### config.mk
export PLATFORM = sky130hd
export DESIGN_NAME = tdm_mux
export DESIGN_NICKNAME = d
export VERILOG_FILES = /design/src/rtl/tdm_mux.sv
export SDC_FILE = /design/constraint.sdc
export NUM_CORES = 1
export LEC_CHECK = 0
export CAP_MARGIN = 20
export CORE_MARGIN = 1
export CORE_UTILIZATION = 30
export DETAILED_ROUTE_END_ITERATION = 8
export PLACE_DENSITY_LB_ADDON = 0.2
export SLEW_MARGIN = 20
export SYNTH_ARGS = -nofsm -noshare
export SYNTH_HDL_FRONTEND = slang
export SYNTH_SLANG_ARGS = --single-unit
### constraint.sdc
create_clock -name clk -period 3.05 [get_ports clk]
set_input_delay 0.305 -clock clk [delete_from_list [all_inputs] [get_ports clk]]
set_output_delay 0.305 -clock clk [all_outputs]
set_load 0.02 [all_outputs]
### src/rtl/tdm_mux.sv
// rtl/tdm_mux.sv - registered N-channel mux with manual select and time-division scan mode
// Outputs are pure registers; scan counters freeze while e is low.
module tdm_mux #(
  parameter int WIDTH    = 8,
  parameter int CHANNELS = 4,
  parameter int DWELL    = 1,
  localparam int SW      = (CHANNELS > 2) ? $clog2(CHANNELS) : 1
) (
  input  logic                      clk,
  input  logic                      rst_n,
  input  logic [CHANNELS*WIDTH-1:0] d,
  input  logic [SW-1:0]             s,
  input  logic                      e,
  input  logic                      mode,
  output logic [WIDTH-1:0]          y,
  output logic [SW-1:0]             y_ch,
  output logic                      valid,
  output logic                      sof
);

  localparam int            DW_W    = $clog2(DWELL) + 1;
  localparam logic [SW:0]   CH_LIM  = (SW+1)'(CHANNELS);
  localparam logic [SW-1:0] LAST_CH = SW'(CHANNELS - 1);
  localparam logic [DW_W-1:0] DW_LAST = DW_W'(DWELL - 1);

  logic [SW-1:0]    ch_q, ch_d;
  logic [DW_W-1:0]  dw_q, dw_d;
  logic [WIDTH-1:0] y_d;
  logic [SW-1:0]    y_ch_d;
  logic             valid_d, sof_d;

  logic [WIDTH-1:0] ch_data [CHANNELS];
  logic [SW-1:0]    sel;
  logic [WIDTH-1:0] sel_data;
  logic             s_ok;

  for (genvar g = 0; g < CHANNELS; g++) begin : g_unpack
    assign ch_data[g] = d[g*WIDTH +: WIDTH];
  end

  assign sel  = mode ? ch_q : s;
  assign s_ok = ({1'b0, s} < CH_LIM);

  // Explicit compare loop keeps out-of-range selects (non-power-of-2 counts) at zero.
  always_comb begin
    sel_data = '0;
    for (int i = 0; i < CHANNELS; i++) begin
      if (sel == i[SW-1:0]) sel_data = ch_data[i];
    end
  end

  always_comb begin
    y_d     = '0;
    y_ch_d  = y_ch;
    valid_d = 1'b0;
    sof_d   = 1'b0;
    ch_d    = ch_q;
    dw_d    = dw_q;
    if (e) begin
      if (!mode) begin
        dw_d = '0;
        if (s_ok) begin
          y_d     = sel_data;
          y_ch_d  = s;
          valid_d = 1'b1;
          ch_d    = s;
        end
      end else begin
        y_d     = sel_data;
        y_ch_d  = ch_q;
        valid_d = 1'b1;
        sof_d   = (ch_q == '0) && (dw_q == '0);
        if (dw_q == DW_LAST) begin
          dw_d = '0;
          ch_d = (ch_q == LAST_CH) ? '0 : ch_q + 1'b1;
        end else begin
          dw_d = dw_q + 1'b1;
        end
      end
    end
  end

  always_ff @(posedge clk or negedge rst_n) begin
    if (!rst_n) begin
      y     <= '0;
      y_ch  <= '0;
      valid <= 1'b0;
      sof   <= 1'b0;
      ch_q  <= '0;
      dw_q  <= '0;
    end else begin
      y     <= y_d;
      y_ch  <= y_ch_d;
      valid <= valid_d;
      sof   <= sof_d;
      ch_q  <= ch_d;
      dw_q  <= dw_d;
    end
  end

endmodule

==> flow_summary_export.csv, run 1 <==
group,metric,value,unit
run_status,status,"complete, no violations",
detailed_routing,vias_per_cell,5.03,
floorplan,start_util,31.5,%
floorplan,core,3360,sq um
timing,setup_slack,1.25,ns
placement,place_hpwl,2.23,mm
floorplan,row_count,21,
timing,finalHoldViolations,0,
cells_and_area,nets,216,
clocking,cts_root_buffer,"clkbuf_4",
detailed_routing,routedWlPerCell,12.6,um
clocking,ctsHoldBuffers,0,
pwr,p_sw,194,uW
timing,fmax,555,MHz
detailed_routing,drc,0,
detailed_routing,wirelength,2.79,mm
setup_path,cp.required,3.21,ns
yosys,synth_seq_cells,14,
yosys,synthTopCellsByArea,"dfrtp_1 33%, o21ai_0 6.1%, a211oi_2 5.9%",
pwr,clkPwrFrac,21.8,%
detailed_routing,drt_pass1_iterations,4,
detailed_routing,drt_iter0_drc,33,
yosys,synth-async-reset-ratio,100,%
clocking,h-tree-depth,1,
pwr,peakVddDrop,0.140,mV
clocking,clkTransAtPathRegs,0.08,ns
timing,slew_violations,0,
timing,maxSlewHeadroom,55.4,%
clocking,cts_tree,"built",
setup_path,cp_num_buf_inv,2,
pwr,pwr-share-comb,39.5,%
setup_path,crit_path_max_incr_delay,0.77,ns
timing,setup-violations-final,0,
placement,port_buffers,49,
detailed_routing,ant_nets,0,
yosys,yosysTopAreaCellShare,33.1,%
floorplan,die_w,61.4,um
global_routing,grt_pass1_wl,4.66,mm
pwr,power,597,uW
global_routing,antenna_found_initial,0,
pwr,p_int,403,uW
yosys,yosys_warnings,0,
timing,worst_pin_slew,0.667,ns
floorplan,design.die.area,3770,sq um
yosys,synth-edff-count,0,
pwr,power_density,374,nW/um^2
pwr,seqPwrFrac,38.7,%
yosys,netlist_instances,131,
yosys,synth_area_leader_cell,"dfrtp_1",
cells_and_area,areaGrowthSynthToFinish,50.9,%
yosys,synth_cell_types,32,
flow_run,cap_violations,0,
worst_hold_path,hold_path.class,"primary input to async pin",
yosys,synth-main-ff-cell,"dfrtp_1",
clocking,cts_made_buffers,3,
yosys,synth_common_cells,"14 x dfrtp_1, 14 x inv_1, 13 x o21ai_0",
setup_path,end_kind,"register",
pwr,power_switching_share,32.5,%
placement,dpl-instance-area,1560,sq um
timing,period_share,59.0,%
setup_path,worstSetupStartpointType,"primary input",
clocking,post-cts-setup-buffer-count,0,
cells_and_area,fin_area,1600,sq um
clocking,clockBufferDepth,2,
yosys,ys_seq_area_share,33.1,%
global_routing,grt_pass1_vias,1046,
setup_path,worstSetupPathType,"primary input to register",
timing,rsz0062_at_grt,"false",
pwr,p_leak,0.000702,uW
setup_path,slowest_stage,"clkdlybuf4s50_1",
placement,gp_congestion,0.899,
timing,fin_skew,0.00215,ns
setup_path,crit_chain,"clkdlybuf4s50_1 > buf_4 > and2_1 > o21ai_0 > nand3_1 > o22ai_1",
setup_path,crit_arrival,1.96,ns
yosys,syn_avg_cell_area,8.08,sq um
cells_and_area,n_antenna_cell,0,
clocking,cts_resized,0,
clocking,cts.sinks,14,
setup_path,critPathMaxFanout,18,
timing,min_period,1.80,ns
timing,tns,0,ns
detailed_routing,via_count,1112,
global_routing,grt_overflow,0,
global_routing,track_usage,16.4,%
setup_path,crit_family,"buffers and inverters",
placement,place_ws,0.963,ns
floorplan,dieHeight,61.4,um
cells_and_area,drive_gt1_share,9.71,%
global_routing,grt_max_degree,21,
clocking,insertion_delay,0.27,ns
yosys,synth_area,1060,sq um
yosys,syn_nets,171,
floorplan,ioPinCount,50,
[cell usage in the layout (no fill, tap or decap), types with 6 or more instances in the layout]
cell	instances
clkdlybuf4s50_1	49
inv_1	14
dfrtp_1	14
o21ai_0	13
nor2_1	12
nor3_1	7
nand3_1	7
o22ai_1	7
a21oi_1	6
[power by group through the flow]
stage	registers [uW]	logic [uW]	clock network, uW
6_report	231	236	130
5_1_grt	235	261	144
4_1_cts	231	238	133
3_5_place_dp	235	238	0
3_3_place_gp	234	233	0
2_1_floorplan	245	114	0
[worst paths after layout]
check | from | to | depth (start not counted) | slack [ns]
setup / recovery | mode | y[0]$_DFF_PN0_ | 6 | 1.25
hold / removal | rst_n | valid$_DFF_PN0_ | 1 | 0.40
setup reg to reg | ch_q[1]$_DFFE_PN0P_ | y[7]$_DFF_PN0_ | 4 | 1.41
min in group clk | y_ch[1]$_DFFE_PN0P_ | y_ch[1]$_DFFE_PN0P_ | 2 | 0.53
max in group asynchronous | rst_n | y_ch[0]$_DFFE_PN0P_ | 1 | 2.26
hold reg to reg | y_ch[1]$_DFFE_PN0P_ | y_ch[1]$_DFFE_PN0P_ | 2 | 0.53
[cell type report]
class / count / area, sq um
flip-flops and latches: 14 / 350
multi-input cells: 91 / 596
repair buffers: 50 / 498
clock buffers: 4 / 36.3
fillers: 369 / 1770
inverters: 16 / 60.1
well taps: 46 / 57.6
[logic make-up (layout without fill, tap and decap cells)]
family	Yosys count	in the layout	share of synthesized area, %
compound gates	51	51	34.8
mux	2	2	1.89
buf+inv	26	70	10.6
flops	14	14	33.1
simple gates	36	36	17.3
fa+ha+maj	2	2	2.36
[stage by stage]
| stage | hold WS, ns | utilization (%) | cells |
|---|---|---|---|
| 2_1_floorplan | 0.00941 | - | 131 |
| 3_3_place_gp | 0.508 | 46.4 | 217 |
| 3_5_place_dp | 0.521 | 46.4 | 217 |
| 4_1_cts | 0.423 | 47.5 | 221 |
| 5_1_grt | 0.452 | 47.5 | 221 |
| 6_report | 0.400 | 47.5 | 221 |
[registers in the layout, indices dropped and copies added (netlist names)]
register,count
ch_q,2
sof,1
valid,1
y,8
y_ch,2
[per-layer routing]
layer	global-route usage, %	wire, um	vias to the layer above
met3	1.89	122	2
met2	28.7	1440	25
met5	0	0	-
li1	-	-	565
met4	4.76	14	0
met1	21.2	1210	520
Note: power is estimated with default switching activity, not from simulation.
==> inputs of run 2 (changes only) <==
==> constraint.sdc (replaced) <==
create_clock -name clk -period 1.9 [get_ports clk]
set_input_delay 0.19 -clock clk [delete_from_list [all_inputs] [get_ports clk]]
set_output_delay 0.19 -clock clk [all_outputs]
set_load 0.02 [all_outputs]
==> run 2 against run 1 <==
Power grew 62%. Die area is the same. Count of clock-buffer cells in the layout is the same. Combinational power grew 64%. Cell area grew 2.3%. Wire length grew 4.1%. Critical path depth shrank 2. Clock skew grew 0.0057 ns. First-iteration DRC count is the same. Clock power grew 62%. Flip-flop and latch count is the same. Sequential power grew 61%.
==> flow_summary_export.csv, run 2 (synthesis gave the netlist of run 1 again) <==
group,metric,value,unit
pwr,pwr-share-comb,39.9,%
pwr,seqPwrFrac,38.3,%
pwr,p_leak,0.000726,uW
timing,min_period,1.61,ns
clocking,h-tree-depth,1,
floorplan,dieHeight,61.4,um
setup_path,cp_num_buf_inv,1,
floorplan,design.die.area,3770,sq um
cells_and_area,areaGrowthSynthToFinish,54.5,%
timing,rsz0062_at_grt,"false",
pwr,clkPwrFrac,21.8,%
detailed_routing,via_count,1133,
global_routing,grt_pass1_wl,4.64,mm
placement,place_hpwl,2.29,mm
detailed_routing,wirelength,2.90,mm
pwr,p_int,654,uW
run_status,status,"complete, no violations",
clocking,cts_made_buffers,3,
placement,gp_congestion,0.801,
setup_path,crit_path_max_incr_delay,0.70,ns
timing,setup_slack,0.288,ns
floorplan,die_w,61.4,um
global_routing,antenna_found_initial,0,
cells_and_area,nets,221,
setup_path,worstSetupPathType,"register to register",
setup_path,cp.required,2.07,ns
setup_path,worstSetupStartpointType,"register",
placement,place_ws,0.150,ns
cells_and_area,largest_reg_flops,8,
pwr,peakVddDrop,0.206,mV
pwr,power_switching_share,32.6,%
setup_path,crit_family,"compound AO/OA/AOI/OAI gates",
clocking,clkTransAtPathRegs,0.09,ns
floorplan,start_util,31.5,%
clocking,cts.sinks,14,
global_routing,grt_overflow,0,
pwr,power_density,593,nW/um^2
floorplan,ioPinCount,50,
cells_and_area,final_common_cell,"clkdlybuf4s50_1",
timing,maxSlewHeadroom,59.9,%
setup_path,slowest_stage,"dfrtp_1",
cells_and_area,drive_gt1_share,12.2,%
clocking,ctsHoldBuffers,0,
timing,worst_pin_slew,0.599,ns
flow_run,cap_violations,0,
worst_hold_path,hold_path.class,"primary input to async pin",
cells_and_area,n_antenna_cell,0,
detailed_routing,drt_iter0_drc,33,
pwr,p_sw,316,uW
setup_path,critPathMaxFanout,16,
clocking,cts_tree,"built",
cells_and_area,top_regs,"y x8, ch_q x2, y_ch x2",
clocking,cts_resized,0,
clocking,cts_root_buffer,"clkbuf_4",
setup_path,crit_chain,"inv_2 > a32o_2 > a211oi_2 > o22ai_1",
floorplan,core,3360,sq um
detailed_routing,drc,0,
detailed_routing,drt_pass1_iterations,4,
timing,fin_skew,0.00784,ns
placement,port_buffers,49,
cells_and_area,final_cell_mix,"49 x clkdlybuf4s50_1, 14 x inv_1, 14 x dfrtp_1",
clocking,post-cts-setup-buffer-count,0,
timing,finalHoldViolations,0,
setup_path,crit_arrival,1.78,ns
clocking,clockBufferDepth,2,
timing,setup-violations-final,0,
timing,period_share,84.8,%
detailed_routing,vias_per_cell,5.01,
global_routing,grt_max_degree,17,
timing,slew_violations,0,
timing,fmax,621,MHz
global_routing,track_usage,16.5,%
clocking,insertion_delay,0.28,ns
floorplan,row_count,21,
detailed_routing,ant_nets,0,
setup_path,end_kind,"register",
global_routing,grt_pass1_vias,1028,
cells_and_area,regMostFlops,"y",
timing,tns,0,ns
cells_and_area,fill_cells,367,
detailed_routing,routedWlPerCell,12.8,um
-- run 2: cell types whose count changed in the layout (fill, tap and decap cells not counted), sizes merged --
cell / before / now
buf: 1 / 6
-- run 2: worst reg2reg max path, cell delays in order (launching register included) --
cell and delay, ns:
dfrtp_1 0.70, inv_2 0.08, a32o_2 0.36, a211oi_2 0.28, o22ai_1 0.10
-- run 2: final cells by class --
| cell class | count | area [sq um] | share of cell area (%) |
|---|---|---|---|
| multi-input cells | 91 | 596 | 36.4 |
| clock buffers | 4 | 36.3 | 2.22 |
| inverters | 16 | 60.1 | 3.67 |
| well taps | 46 | 57.6 | 3.52 |
| repair buffers | 55 | 536 | 32.7 |
| flip-flops and latches | 14 | 350 | 21.4 |
-- run 2: per-layer routing --
metal | GRT usage [%] | wire length, um | vias up
met5 | 0 | 0 | -
met4 | 4.76 | 38 | 0
met3 | 0.630 | 102 | 4
met2 | 28.7 | 1440 | 39
met1 | 22.3 | 1320 | 522
li1 | - | - | 568
-- run 2: power by group through the flow --
stage | Clock, uW | Combinational (uW) | Sequential [uW]
finish | 211 | 387 | 371
global route | 229 | 426 | 376
CTS | 214 | 390 | 372
detailed placement | 0 | 388 | 377
global placement | 0 | 383 | 376
floorplan | 0 | 183 | 393
-- run 2: metrics by stage --
stage | total power, uW | area, sq um | hold slack, ns | instances | utilization, %
after floorplan | 576 | 1060 | -0.106 | 131 | -
after global placement | 759 | 1600 | 0.502 | 222 | 47.5
after detailed placement | 765 | 1600 | 0.519 | 222 | 47.5
after CTS | 975 | 1640 | 0.318 | 226 | 48.6
after global routing | 1030 | 1640 | 0.346 | 226 | 48.6
final | 970 | 1640 | 0.280 | 226 | 48.6
-- run 2: final timing paths --
kind                                startpoint                   to  slack, ns  cells past startpoint
max in group asynchronous                rst_n  y_ch[0]$_DFFE_PN0P_       1.22                      1
setup / recovery           ch_q[1]$_DFFE_PN0P_       y[2]$_DFF_PN0_       0.29                      4
hold reg to reg            y_ch[0]$_DFFE_PN0P_  y_ch[0]$_DFFE_PN0P_       0.53                      2
setup reg to reg           ch_q[1]$_DFFE_PN0P_       y[2]$_DFF_PN0_       0.29                      4
min in group clk                         d[29]       y[5]$_DFF_PN0_       0.46                      3
hold / removal                           rst_n       y[2]$_DFF_PN0_       0.28                      1
==> inputs of run 3 (changes only) <==
==> constraint.sdc (replaced) <==
create_clock -name clk -period 1.4 [get_ports clk]
set_input_delay 0.14 -clock clk [delete_from_list [all_inputs] [get_ports clk]]
set_output_delay 0.14 -clock clk [all_outputs]
set_load 0.02 [all_outputs]
==> run 3 against run 2 <==
Cell area grew 7.0%. Highest routed layer unchanged. Power is 40% higher. Critical path depth decreased by 3. Flip-flop and latch count did not move. Critical path type is now register to primary output. First-iteration DRC count grew 15%. Combinational power rose by 55%. Critical endpoint is now y[5]. Hold slack worse by 0.12 ns.
==> flow_summary_export.csv, run 3 (synthesis gave the netlist of run 1 again) <==
group,metric,value,unit
placement,dpl-instance-area,1700,sq um
timing,fin_skew,0.00605,ns
setup_path,crit_family,"buffers and inverters",
setup_path,crit_path_max_incr_delay,0.61,ns
cells_and_area,multi_input_area,596,sq um
setup_path,rr_worst_depth,3,
timing,worst_pin_slew,0.293,ns
worst_hold_path,hold_path.class,"primary input to async pin",
global_routing,antenna_found_initial,0,
detailed_routing,drt_pass1_iterations,4,
global_routing,grt_max_degree,15,
floorplan,design.die.area,3770,sq um
run_status,status,"complete, no violations",
timing,maxSlewHeadroom,80.4,%
floorplan,core,3360,sq um
cells_and_area,top_regs,"y x8, ch_q x2, y_ch x2",
placement,port_buffers,49,
clocking,clockBufferDepth,2,
clocking,clkTransAtPathRegs,0.08,ns
setup_path,r2r_end,"y[7]$_DFF_PN0_",
detailed_routing,drt_iter0_drc,38,
setup_path,cp_num_buf_inv,1,
detailed_routing,drc,0,
detailed_routing,vias_per_cell,4.90,
detailed_routing,wirelength,3.00,mm
cells_and_area,final_cell_mix,"44 x clkdlybuf4s50_1, 14 x inv_1, 14 x buf_4",
clocking,cts_made_buffers,3,
global_routing,grt_pass1_vias,1002,
cells_and_area,final_common_cell,"clkdlybuf4s50_1",
global_routing,grt_overflow,0,
setup_path,cp.depth,1,
flow_run,cap_violations,0,
setup_path,end_kind,"primary output",
floorplan,die_w,61.4,um
global_routing,track_usage,16.6,%
clocking,h-tree-depth,1,
setup_path,cp.required,1.26,ns
clocking,cts_tree,"built",
setup_path,crit_arrival,1.21,ns
setup_path,slowest_stage,"clkdlybuf4s50_1",
floorplan,dieHeight,61.4,um
floorplan,row_count,21,
cells_and_area,nets,231,
cells_and_area,register_area,353,sq um
timing,period_share,96.5,%
timing,min_period,1.35,ns
timing,rsz0062_at_grt,"true",
setup_path,critPathMaxFanout,1,
detailed_routing,via_count,1157,
floorplan,ioPinCount,50,
global_routing,grt_pass1_wl,4.51,mm
clocking,cts_root_buffer,"clkbuf_4",
placement,gp_congestion,0.850,
floorplan,start_util,31.5,%
clocking,ctsHoldBuffers,0,
cells_and_area,fin_area,1750,sq um
setup_path,r2r_setup_slack,0.07,ns
pwr,peakVddDrop,0.310,mV
cells_and_area,final_cells,236,
detailed_routing,routedWlPerCell,12.7,um
clocking,cts_resized,0,
setup_path,critPathLaunch,"y[5]$_DFF_PN0_",
setup_path,worstSetupStartpointType,"register",
cells_and_area,n_antenna_cell,0,
clocking,insertion_delay,0.27,ns
pwr,power,1350,uW
cells_and_area,drive_gt1_share,17.9,%
timing,finalHoldViolations,0,
setup_path,crit_end,"y[5]",
pwr,power_density,773,nW/um^2
timing,fmax,740,MHz
cells_and_area,fill_cells,338,
cells_and_area,areaGrowthSynthToFinish,65.4,%
setup_path,crit_chain,"clkdlybuf4s50_1",
clocking,post-cts-setup-buffer-count,0,
detailed_routing,ant_nets,0,
pwr,p_leak,0.000830,uW
timing,setup-violations-final,0,
clocking,cts.sinks,14,
cells_and_area,largest_reg_flops,8,
placement,place_hpwl,2.44,mm
setup_path,rr_startpoint,"ch_q[0]$_DFFE_PN0P_",
placement,dp_cells,232,
cells_and_area,regMostFlops,"y",
timing,slew_violations,0,
setup_path,worstSetupPathType,"register to primary output",
-- run 3: changes by cell type in the layout (fill, tap and decap cells not counted), sizes merged --
cell,previous run,this run
dlymetal6s2s,0,5
buf,6,16
clkdlybuf4s50,49,44
-- run 3: worst min-delay path by stage --
stage | start | endpoint | slack [ns] | cells after the start
finish | rst_n | y_ch[1]$_DFFE_PN0P_ | 0.16 | 2
global route | rst_n | y_ch[1]$_DFFE_PN0P_ | 0.16 | 2
CTS | rst_n | y_ch[1]$_DFFE_PN0P_ | 0.16 | 2
detailed placement | rst_n | y[2]$_DFF_PN0_ | 0.46 | 2
global placement | rst_n | y[1]$_DFF_PN0_ | 0.47 | 2
floorplan | rst_n | ch_q[0]$_DFFE_PN0P_ | -0.16 | 0
-- run 3: worst register-to-register path, cell delays in order, from the launching register on --
cell and delay (ns):
dfrtp_2 0.47, a32o_2 0.35, a211oi_2 0.28, o22ai_1 0.10
-- run 3: area by class of cell --
class / count / share of cell area, %
clock buffers: 4 / 2.07
inverters: 16 / 3.43
multi-input cells: 91 / 34.0
flip-flops and latches: 14 / 20.2
well taps: 46 / 3.29
repair buffers: 65 / 37.0
-- run 3: layer usage --
| layer | vias to the layer above | wire length (um) | track usage, % |
|---|---|---|---|
| li1 | 593 | - | - |
| met1 | 530 | 1350 | 21.1 |
| met2 | 32 | 1520 | 29.0 |
| met3 | 2 | 117 | 1.26 |
| met4 | 0 | 14 | 6.67 |
| met5 | - | 0 | 0 |
-- run 3: stage by stage --
stage | TNS (ns) | setup slack, ns | hold slack [ns] | utilization (%)
final | 0 | 0.0486 | 0.161 | 52.0
after global routing | -0.00779 | -0.00779 | 0.159 | 52.0
after CTS | 0 | 0.0154 | 0.157 | 51.6
after detailed placement | -2.18 | -0.264 | 0.460 | 50.5
after global placement | -1.70 | -0.226 | 0.465 | 50.5
after floorplan | 0 | 0.201 | -0.156 | -
-- run 3: power by group --
group	total (uW)	internal [uW]	switching, uW
logic	598	315	283
registers	482	452	29.4
clock network	274	158	116
